==> config.mk <==
export PLATFORM = sky130hd
export DESIGN_NAME = uart_tx_unit
export DESIGN_NICKNAME = d
export VERILOG_FILES = /design/src/rtl/uart_tx_unit.sv
export SDC_FILE = /design/constraint.sdc
export NUM_CORES = 1
export LEC_CHECK = 0
export BUFFER_PORTS_ARGS = -buffer_cell sky130_fd_sc_hd__buf_2
export CAP_MARGIN = 20
export CORE_ASPECT_RATIO = 1.5
export CORE_MARGIN = 2
export CORE_UTILIZATION = 53
export DETAILED_ROUTE_END_ITERATION = 10
export PLACE_DENSITY = 0.78
export SYNTH_ARGS = -nofsm -noshare
export SYNTH_HDL_FRONTEND = slang
export SYNTH_SLANG_ARGS = --single-unit
==> constraint.sdc <==
create_clock -name clock -period 2.27 [get_ports clock]
set_input_delay 0.3405 -clock clock [delete_from_list [all_inputs] [get_ports clock]]
set_output_delay 0.3405 -clock clock [all_outputs]
set_load 0.03 [all_outputs]
==> src/rtl/uart_tx_unit.sv <==
// uart_tx_unit: UART transmit engine, the counterpart of the RxUnit receive path.
// It builds the 11-bit frame {stop, parity, data[7:0], start} and shifts it out
// LSB-first. The parity_type and baud_rate encodings match the receiver.
//
// Ports:
//   clock        system clock; all state updates on the rising edge
//   reset_n      asynchronous, active-low reset
//   tx_enable    gates the start of new frames; a frame already running is not aborted
//   send         transmit request, level-sampled in IDLE only
//   data_in      byte to transmit
//   parity_type  00/11 none (slot sent as 1), 01 odd, 10 even
//   baud_rate    00 2400, 01 4800, 10 9600, 11 19200 baud
//   data_tx      serial line, idles high
//   active_flag  high while a frame is on the line
//   done_flag    one-cycle pulse in the first idle cycle after the stop bit
//   baud_clk_T   one-cycle strobe on the last cycle of each bit
//   Sent_Frame   latched frame: [0] start, [8:1] data, [9] parity, [10] stop
module uart_tx_unit #(
  parameter int unsigned CLK_FREQ = 50_000_000
) (
  input  logic        clock,
  input  logic        reset_n,
  input  logic        tx_enable,
  input  logic        send,
  input  logic [7:0]  data_in,
  input  logic [1:0]  parity_type,
  input  logic [1:0]  baud_rate,
  output logic        data_tx,
  output logic        active_flag,
  output logic        done_flag,
  output logic        baud_clk_T,
  output logic [10:0] Sent_Frame
);

  // Rounded bit periods in clock cycles
  localparam int unsigned DIV_2400  = (CLK_FREQ + 1200) / 2400;
  localparam int unsigned DIV_4800  = (CLK_FREQ + 2400) / 4800;
  localparam int unsigned DIV_9600  = (CLK_FREQ + 4800) / 9600;
  localparam int unsigned DIV_19200 = (CLK_FREQ + 9600) / 19200;
  localparam int unsigned DIV_W     = $clog2(DIV_2400 + 1);
  localparam logic [3:0]  LAST_BIT  = 4'd10;

  typedef enum logic {
    IDLE,
    TX
  } state_t;

  state_t            state, state_next;
  logic [DIV_W-1:0]  div_q;
  logic [DIV_W-1:0]  div_sel;
  logic [DIV_W-1:0]  baud_cnt;
  logic [3:0]        bit_idx;
  logic [10:0]       frame_q;
  logic [10:0]       frame_next;
  logic              parity_bit;
  logic              done_q;
  logic              start_frame;
  logic              bit_end;

  assign start_frame = (state == IDLE) && send && tx_enable;
  assign bit_end     = (state == TX) && (baud_cnt == div_q - DIV_W'(1));

  always_comb begin
    div_sel = DIV_W'(DIV_2400);
    case (baud_rate)
      2'b00:   div_sel = DIV_W'(DIV_2400);
      2'b01:   div_sel = DIV_W'(DIV_4800);
      2'b10:   div_sel = DIV_W'(DIV_9600);
      default: div_sel = DIV_W'(DIV_19200);
    endcase
  end

  always_comb begin
    parity_bit = 1'b1;
    case (parity_type)
      2'b01:   parity_bit = ~^data_in;
      2'b10:   parity_bit = ^data_in;
      default: parity_bit = 1'b1;
    endcase
    frame_next = {1'b1, parity_bit, data_in, 1'b0};
  end

  // State register
  always_ff @(posedge clock or negedge reset_n) begin
    if (!reset_n) begin
      state <= IDLE;
    end else begin
      state <= state_next;
    end
  end

  // Next-state logic
  always_comb begin
    state_next = state;
    case (state)
      IDLE: begin
        if (start_frame) begin
          state_next = TX;
        end
      end
      TX: begin
        if (bit_end && (bit_idx == LAST_BIT)) begin
          state_next = IDLE;
        end
      end
      default: state_next = IDLE;
    endcase
  end

  // Frame latch, bit timing and completion pulse
  always_ff @(posedge clock or negedge reset_n) begin
    if (!reset_n) begin
      frame_q  <= '0;
      div_q    <= '0;
      baud_cnt <= '0;
      bit_idx  <= '0;
      done_q   <= 1'b0;
    end else begin
      done_q <= 1'b0;
      case (state)
        IDLE: begin
          if (start_frame) begin
            frame_q  <= frame_next;
            div_q    <= div_sel;
            baud_cnt <= '0;
            bit_idx  <= '0;
          end
        end
        TX: begin
          if (bit_end) begin
            baud_cnt <= '0;
            if (bit_idx == LAST_BIT) begin
              done_q <= 1'b1;
            end else begin
              bit_idx <= bit_idx + 4'd1;
            end
          end else begin
            baud_cnt <= baud_cnt + DIV_W'(1);
          end
        end
        default: ;
      endcase
    end
  end

  // Outputs decode from registered state so reset forces them without a clock
  always_comb begin
    data_tx     = 1'b1;
    active_flag = 1'b0;
    if (state == TX) begin
      data_tx     = frame_q[bit_idx];
      active_flag = 1'b1;
    end
  end

  assign baud_clk_T = bit_end;
  assign done_flag  = done_q;
  assign Sent_Frame = frame_q;

endmodule

==> results of run 1 <==
kinds of logic after synthesis:
| family | share of synthesized area (%) |
|---|---|
| compound gates | 15.5 |
| xor+xnor | 8.64 |
| fa+ha+maj | 5.22 |
| buf+inv | 3.85 |
| flops | 38.9 |
| mux | 9.21 |
| other cells | 0.142 |
| simple gates | 18.5 |
layout make-up:
cell class,instances,share of cell area (%)
clock buffer,5,1.97
sequential,41,29.5
inverter,8,0.860
clock inverter,3,1.33
multi-input combinational,197,48.3
timing repair buffer,76,15.7
tap,66,2.36
stage by stage:
step	worst slack, ns	area (um^2)	hold WS [ns]	setup TNS, ns
floorplan	-0.0679	2670	0.0449	-0.229
global placement	-0.261	3080	0.350	-2.48
detailed placement	-0.253	3080	0.357	-2.95
CTS	-0.471	3310	0.0255	-4.46
global route	-0.656	3490	0.0587	-9.69
finish	-0.562	3490	0.00474	-7.20
registers in the layout, summed over array words and instances (netlist names):
signal / flops
bit_idx: 4
state: 1
baud_cnt: 15
done_flag: 1
Sent_Frame: 10
div_q: 10
placed cells by master (no fill, tap or decap), types with 4 or more instances in the layout:
cell | synthesis | final
a21o_1 | 7 | 7
a21oi_1 | 6 | 6
a31oi_1 | 5 | 4
and3_1 | 10 | 10
buf_2 | 2 | 28
buf_4 | 2 | 38
buf_6 | 1 | 9
clkbuf_8 | 0 | 5
dfrtp_1 | 41 | 38
ha_1 | 11 | 11
inv_1 | 8 | 7
mux2_2 | 16 | 15
mux2i_1 | 4 | 4
nand2_1 | 12 | 12
nand3_1 | 6 | 5
nand4_1 | 6 | 6
nor2_1 | 12 | 12
nor2b_1 | 6 | 5
nor3b_2 | 0 | 5
o21ai_0 | 16 | 8
o21ai_2 | 0 | 10
xnor2_1 | 16 | 16
xor2_1 | 10 | 10
worst max-delay path, cell delays in order (launching register included):
cell and delay (ns):
dfrtp_1 0.44, buf_6 0.15, nor4_4 0.37, xnor2_1 0.15
nor4b_2 0.32, nand4_1 0.22, nor3_2 0.25, and2_4 0.18
buf_6 0.12
worst min path at each step:
stage	from	depth (start not counted)	end	slack, ns
3_5_place_dp	reset_n	1	div_q[4]$_DFFE_PN0P_	0.36
3_3_place_gp	reset_n	1	div_q[4]$_DFFE_PN0P_	0.35
4_1_cts	reset_n	1	div_q[11]$_DFFE_PN0P_	0.03
2_1_floorplan	reset_n	0	Sent_Frame[10]$_DFFE_PN0P_	0.04
5_1_grt	reset_n	1	div_q[11]$_DFFE_PN0P_	0.06
6_report	reset_n	1	baud_cnt[5]$_DFFE_PN0P_	0.005
routing by layer:
layer	track usage (%)	wire length, um	up-vias
met5	0	0	-
met4	13.5	385	0
met3	3.30	241	31
met2	43.2	3930	77
met1	31.2	2680	1161
li1	-	-	1078
repair_timing:
item | CTS | global route
gates resized for setup | 16 | 38
cloned | 0 | 3
setup endpoints to repair | 21 | 22
setup buffers | 5 | 6
pin swaps | 8 | 25
hold endpoints to repair | 0 | 0
power by group through the flow:
stage               sequential, mW  clock (mW)  combinational [mW]
detailed placement            1.14           0                1.35
floorplan                     1.19           0               0.822
global route                  1.19       0.645                1.71
finish                        1.15       0.610                1.61
global placement              1.13           0                1.31
CTS                           1.13       0.616                1.46
==> impl_metrics.toml, run 1 <==
[floorplanning]
start_util_pct = 54.8
coreArea_mm2 = 0.00481
rows = 31
num_io_pins = 31
die_h_um = 90.4
dieArea_mm2 = 0.00556
dieWidth_um = 61.6

[setup_path]
r2r_slack_ns = -0.56
r2r_end = "baud_cnt[6]$_DFFE_PN0P_"
ff2ff_path_depth = 11
endpoint_kind = "primary output"
startpoint = "div_q[0]$_DFFE_PN0P_"
worstPathMaxFanout = 5
crit_type = "reg2out"
cp.arrival_ns = 2.49
critical_path.endpoint = "baud_clk_T"
r2r-start = "div_q[0]$_DFFE_PN0P_"
required_ns = 1.93
start_kind = "flop"

[synth]
ys.flop_type = "dfrtp_1"
async_flop_share_pct = 100
synth_top_area_share_pct = 38.9
ys_top_cells_by_area = "dfrtp_1 (39%), mux2_2 (6.8%), xnor2_1 (5.3%), ha_1 (5.2%), xor2_1 (3.3%)"
syn_nets = 287
syn_area_mm2 = 0.00264
yosysMostFrequentCell = "dfrtp_1"
synth-seq-cells = 41
post-synth-top-area-cell = "dfrtp_1"
ys_seq_area_share_pct = 38.9
syn_avg_cell_area_um2 = 10.1
synth_cell_types = 54
synth_warnings = 0
synth_edf_count = 0
synth.top_cells.by_count = "dfrtp_1 (41), mux2_2 (16), o21ai_0 (16), xnor2_1 (16)"
syn_inst = 260

[placement]
portBuffers = 29
place_hpwl_mm = 4.54
gp_congestion = 0.836
place_inst = 374

[route]
via_count = 2347
drc = 0
finalWirelength_mm = 7.24
wl_per_cell_um = 18.3
viasPerCell = 5.93
drtIter0Drc = 116
dr.pass1.iters = 4
drtAntennaViolNets = 0

[clock_network]
hold_buffers = 0
cts_tree = "built"
numCtsBuffers = 5
worstSkewPairLatency_ns = 0.31
cts-root-buf = "clkbuf_8"
clk_pin_slew_ns = 0.09
clock-sinks = 41
htreeDepth = 2
cts_max_path_buffers = 2

[outcome]
status = "finished, violations left"
violations = "setup timing"

[cells_and_area]
drive_gt1_share_pct = 43.0
finalNetCount = 356
syn_to_final_growth_pct = 32.5
fill_cells = 364
multi_input_area_mm2 = 0.00169
ff_latch_area_mm2 = 0.00103
antenna_cells = 0
final_util_pct = 72.6
stdcell_count = 396

[power_and_ir_drop]
pwr-share-clk_pct = 18.1
p_sw_mw = 1.33
cellPowerDensity_mw_per_mm2 = 964
pwr-share-seq_pct = 34.2
intPower_mw = 2.04
p_comb_share_pct = 47.7
p_leak_nw = 1.67
finalPower_mw = 3.37
ir_drop_uv = 687
swShare_pct = 39.5

[sta]
min_period_ns = 2.83
worst_pin_slew_ns = 0.533
finClkSkew_ns = 0.00737
slew_headroom_pct = 64.5
finalCritPeriodShare_pct = 125
layout_setup_ws_ns = -0.562
hold_viol = 0
maxSlewViolCount = 0
rsz0062_at_grt = "true"
max_freq_mhz = 353
setup_violations = 22

[grt]
grt_max_degree = 26
gr-usage-all-layers_pct = 25.9
grt-ovfl-total = 0
grt_pass1_vias = 2339
grt_pass1_wl_mm = 10.9
antenna_found_initial = 0

[hold_path]
hp-class = "in2async"

[run]
maxCapViolations = 0
Note: power is estimated with default switching activity, not from simulation.
==> run 2: changes to the inputs <==
TNS_END_PERCENT = 50   (was unset)
==> run 2 against run 1 <==
The run still ends with setup timing left. Combinational power decreased by 11%. Largest cell class unchanged. Sequential share of layout area up 1.6 points. Largest power group unchanged. Non-clock buffer count shrank 8. Wire length fell by 16%. Count of clock-buffer cells in the layout unchanged. Design area is 4.9% lower. Sequential power hardly changed. Clock power is 1% lower. Die area unchanged.
==> impl_metrics.toml, run 2 (synthesis gave the netlist of run 1 again) <==
[floorplanning]
rows = 31
die_h_um = 90.4
start_util_pct = 54.8
dieArea_mm2 = 0.00556
num_io_pins = 31
coreArea_mm2 = 0.00481
dieWidth_um = 61.6

[clock_network]
hold_buffers = 0
cts-root-buf = "clkbuf_8"
worstSkewPairLatency_ns = 0.30
clk_pin_slew_ns = 0.08
numCtsBuffers = 5
clock-sinks = 41
htreeDepth = 2
cts_tree = "built"
cts_max_path_buffers = 2

[cells_and_area]
top_register = "baud_cnt"
syn_to_final_growth_pct = 26.0
post-route-cell-area_mm2 = 0.00332
drive_gt1_share_pct = 37.6
mostFrequentLayoutCells = "dfrtp_1 (37), buf_4 (33), buf_2 (28)"
largest_reg_flops = 15
final_util_pct = 69.0
fill_cells = 395
antenna_cells = 0
stdcell_count = 388
finalNetCount = 348
layout_commonest_cell = "dfrtp_1"

[setup_path]
r2r_slack_ns = -0.46
critical_path.endpoint = "baud_clk_T"
start_kind = "flop"
r2r-start = "div_q[0]$_DFFE_PN0P_"
crit_type = "reg2out"
ff2ff_path_depth = 10
endpoint_kind = "primary output"
r2r_end = "baud_cnt[6]$_DFFE_PN0P_"
required_ns = 1.93
worstPathMaxFanout = 5
startpoint = "div_q[0]$_DFFE_PN0P_"
cp.arrival_ns = 2.48

[route]
drc = 0
wl_per_cell_um = 15.7
dr.pass1.iters = 4
drtAntennaViolNets = 0
viasPerCell = 5.56
finalWirelength_mm = 6.07
via_count = 2156
drtIter0Drc = 62

[grt]
grt_pass1_wl_mm = 10.3
gr-usage-all-layers_pct = 24.2
grt_pass1_vias = 2276
grt_max_degree = 26
antenna_found_initial = 0
grt-ovfl-total = 0

[run]
maxCapViolations = 0

[hold_path]
hp-class = "in2async"

[sta]
rsz0062_at_grt = "true"
worst_pin_slew_ns = 0.524
timing.hold.ws_ns = 0.00726
setup_violations = 21
slew_headroom_pct = 65.1
maxSlewViolCount = 0
layout_setup_ws_ns = -0.553
max_freq_mhz = 354
finClkSkew_ns = 0.00199
finalCritPeriodShare_pct = 124
hold_viol = 0
min_period_ns = 2.82

[power_and_ir_drop]
cellPowerDensity_mw_per_mm2 = 959
p_leak_nw = 1.57
finalPower_mw = 3.18
ir_drop_uv = 699

[placement]
portBuffers = 29
gp_congestion = 0.836
place_inst = 374
placed_cell_area_mm2 = 0.00308
place_hpwl_mm = 4.54

[outcome]
status = "finished, violations left"
violations = "setup timing"
## run 2: worst min path at each step
stage / to / start / slack (ns) / cells after the start
2_1_floorplan: Sent_Frame[10]$_DFFE_PN0P_ / reset_n / 0.04 / 0
3_3_place_gp: div_q[4]$_DFFE_PN0P_ / reset_n / 0.35 / 1
3_5_place_dp: div_q[4]$_DFFE_PN0P_ / reset_n / 0.36 / 1
4_1_cts: div_q[11]$_DFFE_PN0P_ / reset_n / 0.03 / 1
5_1_grt: div_q[11]$_DFFE_PN0P_ / reset_n / 0.06 / 1
6_report: baud_cnt[5]$_DFFE_PN0P_ / reset_n / 0.007 / 1
## run 2: worst max-delay path, cell delays in order (launching register included)
cell,delay (ns)
dfrtp_2,0.45
buf_6,0.14
nor4_4,0.34
xnor2_1,0.13
nor4b_2,0.32
nand4_1,0.23
nor3_2,0.28
and2_4,0.18
buf_6,0.12
## run 2: area by class of cell
cell class / instances / area, um^2 / share of cell area (%)
Inverter: 8 / 30.0 / 0.905
Clock inverter: 3 / 46.3 / 1.39
Timing Repair Buffer: 68 / 475 / 14.3
Tap cell: 66 / 82.6 / 2.49
Sequential cell: 41 / 1030 / 31.1
Clock buffer: 5 / 68.8 / 2.07
Multi-Input combinational cell: 197 / 1590 / 47.8
## run 2: stage by stage
step           TNS [ns]  setup slack [ns]
2_1_floorplan    -0.229           -0.0679
3_3_place_gp      -2.48            -0.261
3_5_place_dp      -2.95            -0.253
4_1_cts           -4.90            -0.487
5_1_grt           -9.71            -0.672
6_report          -6.40            -0.553
## run 2: power breakdown
group	switching, mW	leakage, nW	internal [mW]
clock	0.274	0.0543	0.329
sequential	0.232	0.512	0.908
combinational	0.696	1.00	0.744
## run 2: metal layers
metal,GRT usage (%),routed length [um],up-vias
met5,0,0,-
met2,40.9,3270,34
met3,3.30,121,18
met1,28.6,2480,1046
li1,-,-,1058
met4,12.1,200,0
## run 2: timing repair
action / 4_1_cts / 5_1_grt
gates cloned: 0 / 0
buffers inserted: 3 / 4
resized for setup: 7 / 15
pin swaps: 6 / 14
endpoints found under the setup margin: 21 / 22
==> run 3: changes to the inputs <==
RECOVER_POWER = 25   (was unset)
==> run 3 against run 2 <==
The flow still finishes with violations (setup timing). Combinational power is essentially flat. Clock skew barely moved. Via count barely moved. Wire length about the same. Total power about the same. Flip-flop and latch count did not move. Global-route usage unchanged. Count of clock-buffer cells in the layout is the same. Critical path type unchanged.
==> impl_metrics.toml, run 3 (synthesis gave the netlist of run 1 again) <==
[route]
viasPerCell = 5.55
dr.pass1.iters = 4
drc = 0
drtAntennaViolNets = 0
wl_per_cell_um = 15.6
drtIter0Drc = 62
finalWirelength_mm = 6.07
via_count = 2155

[setup_path]
slowest_stage = "dfrtp_2"
required_ns = 1.93
path_buf_inv = 2
crit_type = "reg2out"
max_stage_delay_ns = 0.45
path_cells = "buf_6, nor4_4, xnor2_1, nor4b_2, nand4_1, nor3_2, and2_4, buf_6"
ff2ff_path_depth = 10
crit_path_frequent_cell = "buf_6"
endpoint_kind = "primary output"
r2r_end = "baud_cnt[6]$_DFFE_PN0P_"
start_kind = "flop"
cp.arrival_ns = 2.48
r2r-start = "div_q[0]$_DFFE_PN0P_"
worstPathMaxFanout = 5
cpLargestDelayFamily = "simple AND/OR/NAND/NOR gates"
r2r_slack_ns = -0.46

[sta]
rsz0062_at_grt = "true"
finClkSkew_ns = 0.00207
setup_violations = 21
layout_setup_ws_ns = -0.554
finalCritPeriodShare_pct = 124
timing.hold.ws_ns = 0.286
max_freq_mhz = 354
worst_pin_slew_ns = 1.25
maxSlewViolCount = 0
min_period_ns = 2.82
slew_headroom_pct = 16.6
hold_viol = 0

[clock_network]
numCtsBuffers = 5
cts-root-buf = "clkbuf_8"
worstSkewPairLatency_ns = 0.30
cts_tree = "built"
htreeDepth = 2
hold_buffers = 0
cts_max_path_buffers = 2
clock-sinks = 41
clk_pin_slew_ns = 0.08

[floorplanning]
coreArea_mm2 = 0.00481
die_h_um = 90.4
num_io_pins = 31
rows = 31
dieArea_mm2 = 0.00556
start_util_pct = 54.8
dieWidth_um = 61.6

[cells_and_area]
mostFrequentLayoutCells = "dfrtp_1 (37), buf_4 (33), buf_2 (27)"
finalNetCount = 348
drive_gt1_share_pct = 37.3
layout_commonest_cell = "dfrtp_1"
syn_to_final_growth_pct = 25.9
largest_reg_flops = 15
fill_cells = 395
post-route-cell-area_mm2 = 0.00332
top_register = "baud_cnt"
antenna_cells = 0

[grt]
grt_max_degree = 26
grt_pass1_vias = 2276
gr-usage-all-layers_pct = 24.2
antenna_found_initial = 0
grt_pass1_wl_mm = 10.3
grt-ovfl-total = 0

[placement]
dp_slack_ns = -0.253
placed_cell_area_mm2 = 0.00308
place_hpwl_mm = 4.54
gp_congestion = 0.836
portBuffers = 29

[power_and_ir_drop]
ir_drop_uv = 699
p_leak_nw = 1.56
cellPowerDensity_mw_per_mm2 = 960
finalPower_mw = 3.18

[hold_path]
hp-class = "in2async"

[outcome]
status = "finished, violations left"
violations = "setup timing"

[run]
maxCapViolations = 0
[run 3: worst reg2reg max path, delay by kind of cell (launching register included)]
kind            cells  cell delay, ns
mux                 1            0.26
flops               1            0.45
xor+xnor            1            0.13
compound gates      2            0.33
buf+inv             3            0.56
simple gates        3            0.89
[run 3: where the power goes]
| part | internal [mW] | switching, mW | total [mW] | leakage, nW |
|---|---|---|---|---|
| combinational | 0.743 | 0.698 | 1.44 | 0.997 |
| clock | 0.329 | 0.274 | 0.603 | 0.0543 |
| sequential | 0.908 | 0.232 | 1.14 | 0.512 |
| total | 1.98 | 1.20 | 3.18 | 1.56 |
[run 3: cell type report]
type                    instances  area, um^2  share of cell area [%]
clock buffers                   5        68.8                    2.07
multi-input cells             197        1590                    47.8
repair buffers                 68         474                    14.3
flip-flops and latches         41        1030                    31.1
clock inverters                 3        46.3                    1.40
well taps                      66        82.6                    2.49
inverters                       8        30.0                   0.905
[run 3: worst max-delay path by stage]
stage                               startpoint                      end  slack (ns)  depth (start not counted)
final                     div_q[0]$_DFFE_PN0P_               baud_clk_T       -0.55                          8
after CTS                 div_q[9]$_DFFE_PN0P_               baud_clk_T       -0.49                          8
after global routing      div_q[0]$_DFFE_PN0P_               baud_clk_T       -0.67                          8
after detailed placement  div_q[9]$_DFFE_PN0P_  baud_cnt[6]$_DFFE_PN0P_       -0.25                         10
after global placement    div_q[9]$_DFFE_PN0P_               baud_clk_T       -0.26                          9
after floorplan           div_q[3]$_DFFE_PN0P_  baud_cnt[6]$_DFFE_PN0P_       -0.07                          8
[run 3: layer usage]
| layer | up-vias | part of all wire (%) | track usage, % |
|---|---|---|---|
| met3 | 16 | 1.8 | 3.30 |
| li1 | 1058 | - | - |
| met1 | 1051 | 41 | 28.6 |
| met5 | - | 0 | 0 |
| met2 | 30 | 54 | 40.9 |
| met4 | 0 | 3.2 | 12.1 |
[run 3: what timing repair did]
action | in CTS | in global routing
setup endpoints to repair | 21 | 22
gates resized for setup | 7 | 15
buffers inserted | 3 | 4
pin swaps | 6 | 14
[run 3: metrics by stage]
| step | util, % | setup TNS [ns] | instances |
|---|---|---|---|
| after floorplan | - | -0.229 | 260 |
| after global placement | 64.1 | -2.48 | 374 |
| after detailed placement | 64.1 | -2.95 | 374 |
| after CTS | 67.4 | -4.90 | 385 |
| after global routing | 69.0 | -9.71 | 388 |
| final | 69.0 | -6.38 | 388 |
